--- src/rtl/rv_rtype_sequencer.sv ---
`default_nettype none
// ============================================================================
// Module      : rv_rtype_sequencer
// Description : Multi-cycle FETCH/DECODE/EXECUTE/WRITEBACK sequencer for the
//               RV32I R-type datapath. Fetches over a req/ack port, checks
//               R-type legality, drives the register file and ALU, writes
//               back and advances the PC. Illegal encodings lock into TRAP.
// Revision    : 1.0 - initial release
// ============================================================================
module rv_rtype_sequencer #(
    parameter logic [31:0] RESET_PC = 32'h0000_0000
) (
    input  logic        clk,
    input  logic        rst_n,
    input  logic        run,
    output logic        imem_req,
    output logic [31:0] imem_addr,
    input  logic        imem_ack,
    input  logic [31:0] imem_rdata,
    output logic [24:0] dec_instr,
    input  logic [4:0]  dec_rs1,
    input  logic [4:0]  dec_rs2,
    input  logic [4:0]  dec_rd,
    input  logic [4:0]  dec_alu_control,
    output logic [4:0]  rf_raddr1,
    output logic [4:0]  rf_raddr2,
    input  logic [31:0] rf_rdata1,
    input  logic [31:0] rf_rdata2,
    output logic [31:0] alu_a,
    output logic [31:0] alu_b,
    output logic [4:0]  alu_op,
    input  logic [31:0] alu_result,
    output logic        rf_we,
    output logic [4:0]  rf_waddr,
    output logic [31:0] rf_wdata,
    output logic [31:0] pc,
    output logic        busy,
    output logic        illegal,
    output logic [31:0] retired
);

    localparam logic [2:0] IDLE      = 3'd0;
    localparam logic [2:0] FETCH     = 3'd1;
    localparam logic [2:0] DECODE    = 3'd2;
    localparam logic [2:0] EXECUTE   = 3'd3;
    localparam logic [2:0] WRITEBACK = 3'd4;
    localparam logic [2:0] TRAP      = 3'd5;

    localparam logic [6:0] OPCODE_OP = 7'b0110011;

    logic [2:0]  state;
    logic [31:0] pc_reg;
    logic [31:0] retired_reg;
    logic        illegal_reg;
    logic [31:0] instr_reg;
    logic [4:0]  rs1_reg;
    logic [4:0]  rs2_reg;
    logic [4:0]  rd_reg;
    logic [4:0]  op_reg;
    logic [31:0] opa_reg;
    logic [31:0] opb_reg;
    logic [31:0] result_reg;
    logic        instr_valid;

    // Legal R-type: OP opcode, funct7 zero, or 0x20 only for SUB/SRA
    always_comb begin
        instr_valid = 1'b0;
        if (instr_reg[6:0] == OPCODE_OP) begin
            if (instr_reg[31:25] == 7'h00) begin
                instr_valid = 1'b1;
            end else if (instr_reg[31:25] == 7'h20 &&
                         (instr_reg[14:12] == 3'd0 || instr_reg[14:12] == 3'd5)) begin
                instr_valid = 1'b1;
            end
        end
    end

    // Sequencer state and all architectural/pipeline registers
    always_ff @(posedge clk or negedge rst_n) begin
        if (!rst_n) begin
            state       <= IDLE;
            pc_reg      <= RESET_PC;
            retired_reg <= 32'd0;
            illegal_reg <= 1'b0;
            instr_reg   <= 32'd0;
            rs1_reg     <= 5'd0;
            rs2_reg     <= 5'd0;
            rd_reg      <= 5'd0;
            op_reg      <= 5'd0;
            opa_reg     <= 32'd0;
            opb_reg     <= 32'd0;
            result_reg  <= 32'd0;
        end else begin
            case (state)
                IDLE: begin
                    if (run) begin
                        state <= FETCH;
                    end
                end
                FETCH: begin
                    if (imem_ack) begin
                        instr_reg <= imem_rdata;
                        state     <= DECODE;
                    end
                end
                DECODE: begin
                    if (instr_valid) begin
                        rs1_reg <= dec_rs1;
                        rs2_reg <= dec_rs2;
                        rd_reg  <= dec_rd;
                        op_reg  <= dec_alu_control;
                        state   <= EXECUTE;
                    end else begin
                        illegal_reg <= 1'b1;
                        state       <= TRAP;
                    end
                end
                EXECUTE: begin
                    // Operands are kept so alu_a/alu_b hold after EXECUTE
                    opa_reg    <= rf_rdata1;
                    opb_reg    <= rf_rdata2;
                    result_reg <= alu_result;
                    state      <= WRITEBACK;
                end
                WRITEBACK: begin
                    pc_reg      <= pc_reg + 32'd4;
                    retired_reg <= retired_reg + 32'd1;
                    state       <= run ? FETCH : IDLE;
                end
                TRAP: begin
                    state <= TRAP;
                end
                default: begin
                    state <= IDLE;
                end
            endcase
        end
    end

    // Output decode; ALU operands pass through live only while executing
    always_comb begin
        imem_req  = (state == FETCH);
        imem_addr = pc_reg;
        dec_instr = instr_reg[31:7];
        rf_raddr1 = rs1_reg;
        rf_raddr2 = rs2_reg;
        alu_a     = (state == EXECUTE) ? rf_rdata1 : opa_reg;
        alu_b     = (state == EXECUTE) ? rf_rdata2 : opb_reg;
        alu_op    = op_reg;
        rf_we     = (state == WRITEBACK) && (rd_reg != 5'd0);
        rf_waddr  = rd_reg;
        rf_wdata  = result_reg;
        pc        = pc_reg;
        busy      = (state != IDLE) && (state != TRAP);
        illegal   = illegal_reg;
        retired   = retired_reg;
    end

endmodule
`default_nettype wire

--- config.mk ---
export PLATFORM = sky130hd
export DESIGN_NAME = rv_rtype_sequencer
export DESIGN_NICKNAME = d
export VERILOG_FILES = /design/src/rtl/rv_rtype_sequencer.sv
export SDC_FILE = /design/constraint.sdc
export NUM_CORES = 1
export LEC_CHECK = 0
export CORE_ASPECT_RATIO = 0.75
export CORE_MARGIN = 3
export CORE_UTILIZATION = 40
export DETAILED_ROUTE_END_ITERATION = 10
export GPL_TIMING_DRIVEN = 0
export PLACE_DENSITY = 0.86
export SYNTH_ARGS = -nofsm -noshare
export SYNTH_HDL_FRONTEND = slang
export SYNTH_SLANG_ARGS = --single-unit
--- constraint.sdc ---
create_clock -name clk -period 3.74 [get_ports clk]
set_input_delay 0.374 -clock clk [delete_from_list [all_inputs] [get_ports clk]]
set_output_delay 0.374 -clock clk [all_outputs]
set_load 0.01 [all_outputs]
==> run summary <==
final setup margin: 0.306 ns
Ant. Diodes: 0
CTS clk-pin slew, worst paths: 0.06 ns
Final period util: 91.8%
Yosys reg bits: 214
drt initial violations: 375
Post-synth EDFFs: 0
peak supply drop: 0.000645 V
Unique masters post-synth: 38
total gr overflow: 0
Ys Warns: 0
RR Endpoint: opa_reg[22]$_DFF_PN0_
final slew viol count: 0
power density over cell area: 699 mW/mm^2
core area: 0.0216 mm^2
Routed WL: 25,900 um
RSZ-0062 raised after global routing: false
DP Worst Slack: 0.587 ns
Clock Root Buffer: clkbuf_16
via count: 6,631
Synth area leader: dfrtp_1
post-synth design cell area: 0.00896 mm^2
Slew HR: 43.8%
average size of a mapped cell: 13.8 um^2
Worst-Skew Late Latency: 0.50 ns
PortBufs: 388
H-tree levels: 1
worst hold start: illegal$_DFFE_PN0P_
vias in the first global route: 7,177
leak pwr: 5.92 nW
Routed Antenna Nets: 0
startpoint types: flop
Rows: 46
NumNets Final: 1,220
wire per inst: 19.0 um
clock sink count: 214
Post-Layout Cell Count: 1,368
Via density: 4.85
CTS tree: built
endpoint class of the critical path: output port
Crit Path Max Fanout: 10
area delta synth->final: 55.9%
share of cells above drive strength 1: 24.2%
fin crit period: 3.43 ns
Max Freq: 291 MHz
Least-Margin Pin Slew: 0.837 ns
I/O pin cnt: 393
WP data arrival: 3.06 ns
DR DRC count: 0
Starting Density: 41.5%
Die Area: 0.0242 mm^2
setup TNS: 0 ns
endpoints failing setup: 0
worst reg2reg setup slack: 1.55 ns
r2r startpoint: state[0]$_DFFE_PN0P_
cells on worst reg2reg path: 5
final hold vios: 0
Synth Flop Type: dfrtp_1
Yosys top cell area share: 59.8%
Critical Path RT: 3.37 ns
Pre-Repair DR Iteration Count: 5
Max Root-Sink Buffers: 3
max cap viols: 0
status: finished, final reports clean
initial antenna violation count: 1
top post-synthesis cells by area: dfrtp_1 (60%), mux2_2 (19%), buf_4 (5.0%), xnor2_1 (5.0%), nand4_1 (1.5%)
Synth Instances: 649
TritonCTS buffer count: 22
Hold Path End: illegal$_DFFE_PN0P_
Die Y-Extent: 136 um
gpl congestion: 0.778
dpl cells: 1,329
largest net degree at the start of global routing: 111
Crit Path Class: flop to output port
Setup Skew: 0.00528 ns
sequential fraction of the synthesis area: 59.8%
fill cell count: 1,636
fraction of registers with async set/reset: 100%
Hold Path Depth: 1
Tightest Hold Check Type: flop to flop
DP Wirelength: 19,700 um
Die Width: 179 um
gr usage total: 20.7%
first-pass GRT wire length: 39,300 um
[report_power, final]
| group | internal (mW) | switching (mW) | total [mW] |
|---|---|---|---|
| Sequential | 3.10 | 0.379 | 3.48 |
| Clock | 1.26 | 0.896 | 2.15 |
| Combinational | 2.51 | 1.61 | 4.12 |
[layout make-up]
type / instances / area (um^2) / area share, %
Clock inverter: 4 / 23.8 / 0.170
Multi-Input combinational cell: 355 / 3070 / 21.9
Buffer: 82 / 544 / 3.90
Inverter: 1 / 3.75 / 0.0269
Clock buffer: 34 / 687 / 4.92
Sequential cell: 214 / 5360 / 38.3
Tap cell: 288 / 360 / 2.58
Timing Repair Buffer: 390 / 3930 / 28.1
[through the flow]
stage / hold slack [ns] / power [mW] / area [um^2] / util, %
3_5_place_dp: 0.456 / 7.66 / 13200 / 61.4
4_1_cts: 0.459 / 9.87 / 14000 / 64.7
5_1_grt: 0.468 / 10.2 / 14000 / 64.7
2_1_floorplan: 0.0784 / 5.32 / 8970 / -
3_3_place_gp: 0.442 / 7.55 / 13200 / 61.2
6_report: 0.464 / 9.76 / 14000 / 64.7
[cells in the mapped netlist, drive strengths merged, types with 3 or more instances]
cell	count
xnor2	51
nand3	26
nor2	11
nand4	21
buf	75
nor2b	4
and3	11
dfrtp	214
mux2	148
nor4	3
nor3	9
xor2	10
and2	4
nand2	27
and4	8
clkbuf	7
[worst max-delay path by stage]
stage | startpoint | to | cells after the start
3_3_place_gp | rst_n | opa_reg[13]$_DFF_PN0_ | 1
4_1_cts | state[0]$_DFFE_PN0P_ | alu_a[22] | 6
6_report | state[0]$_DFFE_PN0P_ | alu_a[22] | 6
3_5_place_dp | state[0]$_DFFE_PN0P_ | alu_a[22] | 6
2_1_floorplan | state[0]$_DFFE_PN0P_ | alu_a[10] | 5
5_1_grt | state[0]$_DFFE_PN0P_ | alu_a[22] | 6
[logic make-up after synthesis]
logic type	Yosys count	synth area share (%)
compound gates	7	0.517
xor+xnor	61	5.97
fa+ha+maj	2	0.279
buf+inv	83	6.11
flops	214	59.8
mux	148	18.6
other cells	1	0.0419
simple gates	133	8.69
[cells in the final DEF, fill, tap and decap left out, types with 10 or more instances in the layout]
| master | count |
|---|---|
| nor2_1 | 11 |
| xor2_1 | 10 |
| nand4_1 | 21 |
| clkbuf_16 | 23 |
| mux2_2 | 148 |
| buf_4 | 60 |
| clkbuf_1 | 11 |
| and3_1 | 11 |
| nand3_1 | 26 |
| dfrtp_1 | 214 |
| xnor2_1 | 51 |
| clkdlybuf4s50_1 | 387 |
| nand2_1 | 27 |
[worst max-delay path, stage by stage, from the launching register on]
cell and delay, ns:
dfrtp_1 0.45, nor2b_1 0.18, nand2_1 0.31, clkbuf_2 0.35
buf_2 0.33, mux2_2 0.42, clkdlybuf4s50_1 0.50
[routing by layer]
layer  track usage [%]  part of all wire (%)
met1              24.1                    38
met2              36.4                    51
met3              6.27                   7.9
met4              6.96                   3.8
met5                 0                 0.046
[repair_timing]
action                                  CTS  global route
gates resized for setup                   0             1
endpoints found under the setup margin    0            29
setup buffers                             0             0
hold endpoints to repair                104             0
hold buffers                              1             0
No activity file was read; power rests on OpenSTA's default activity.
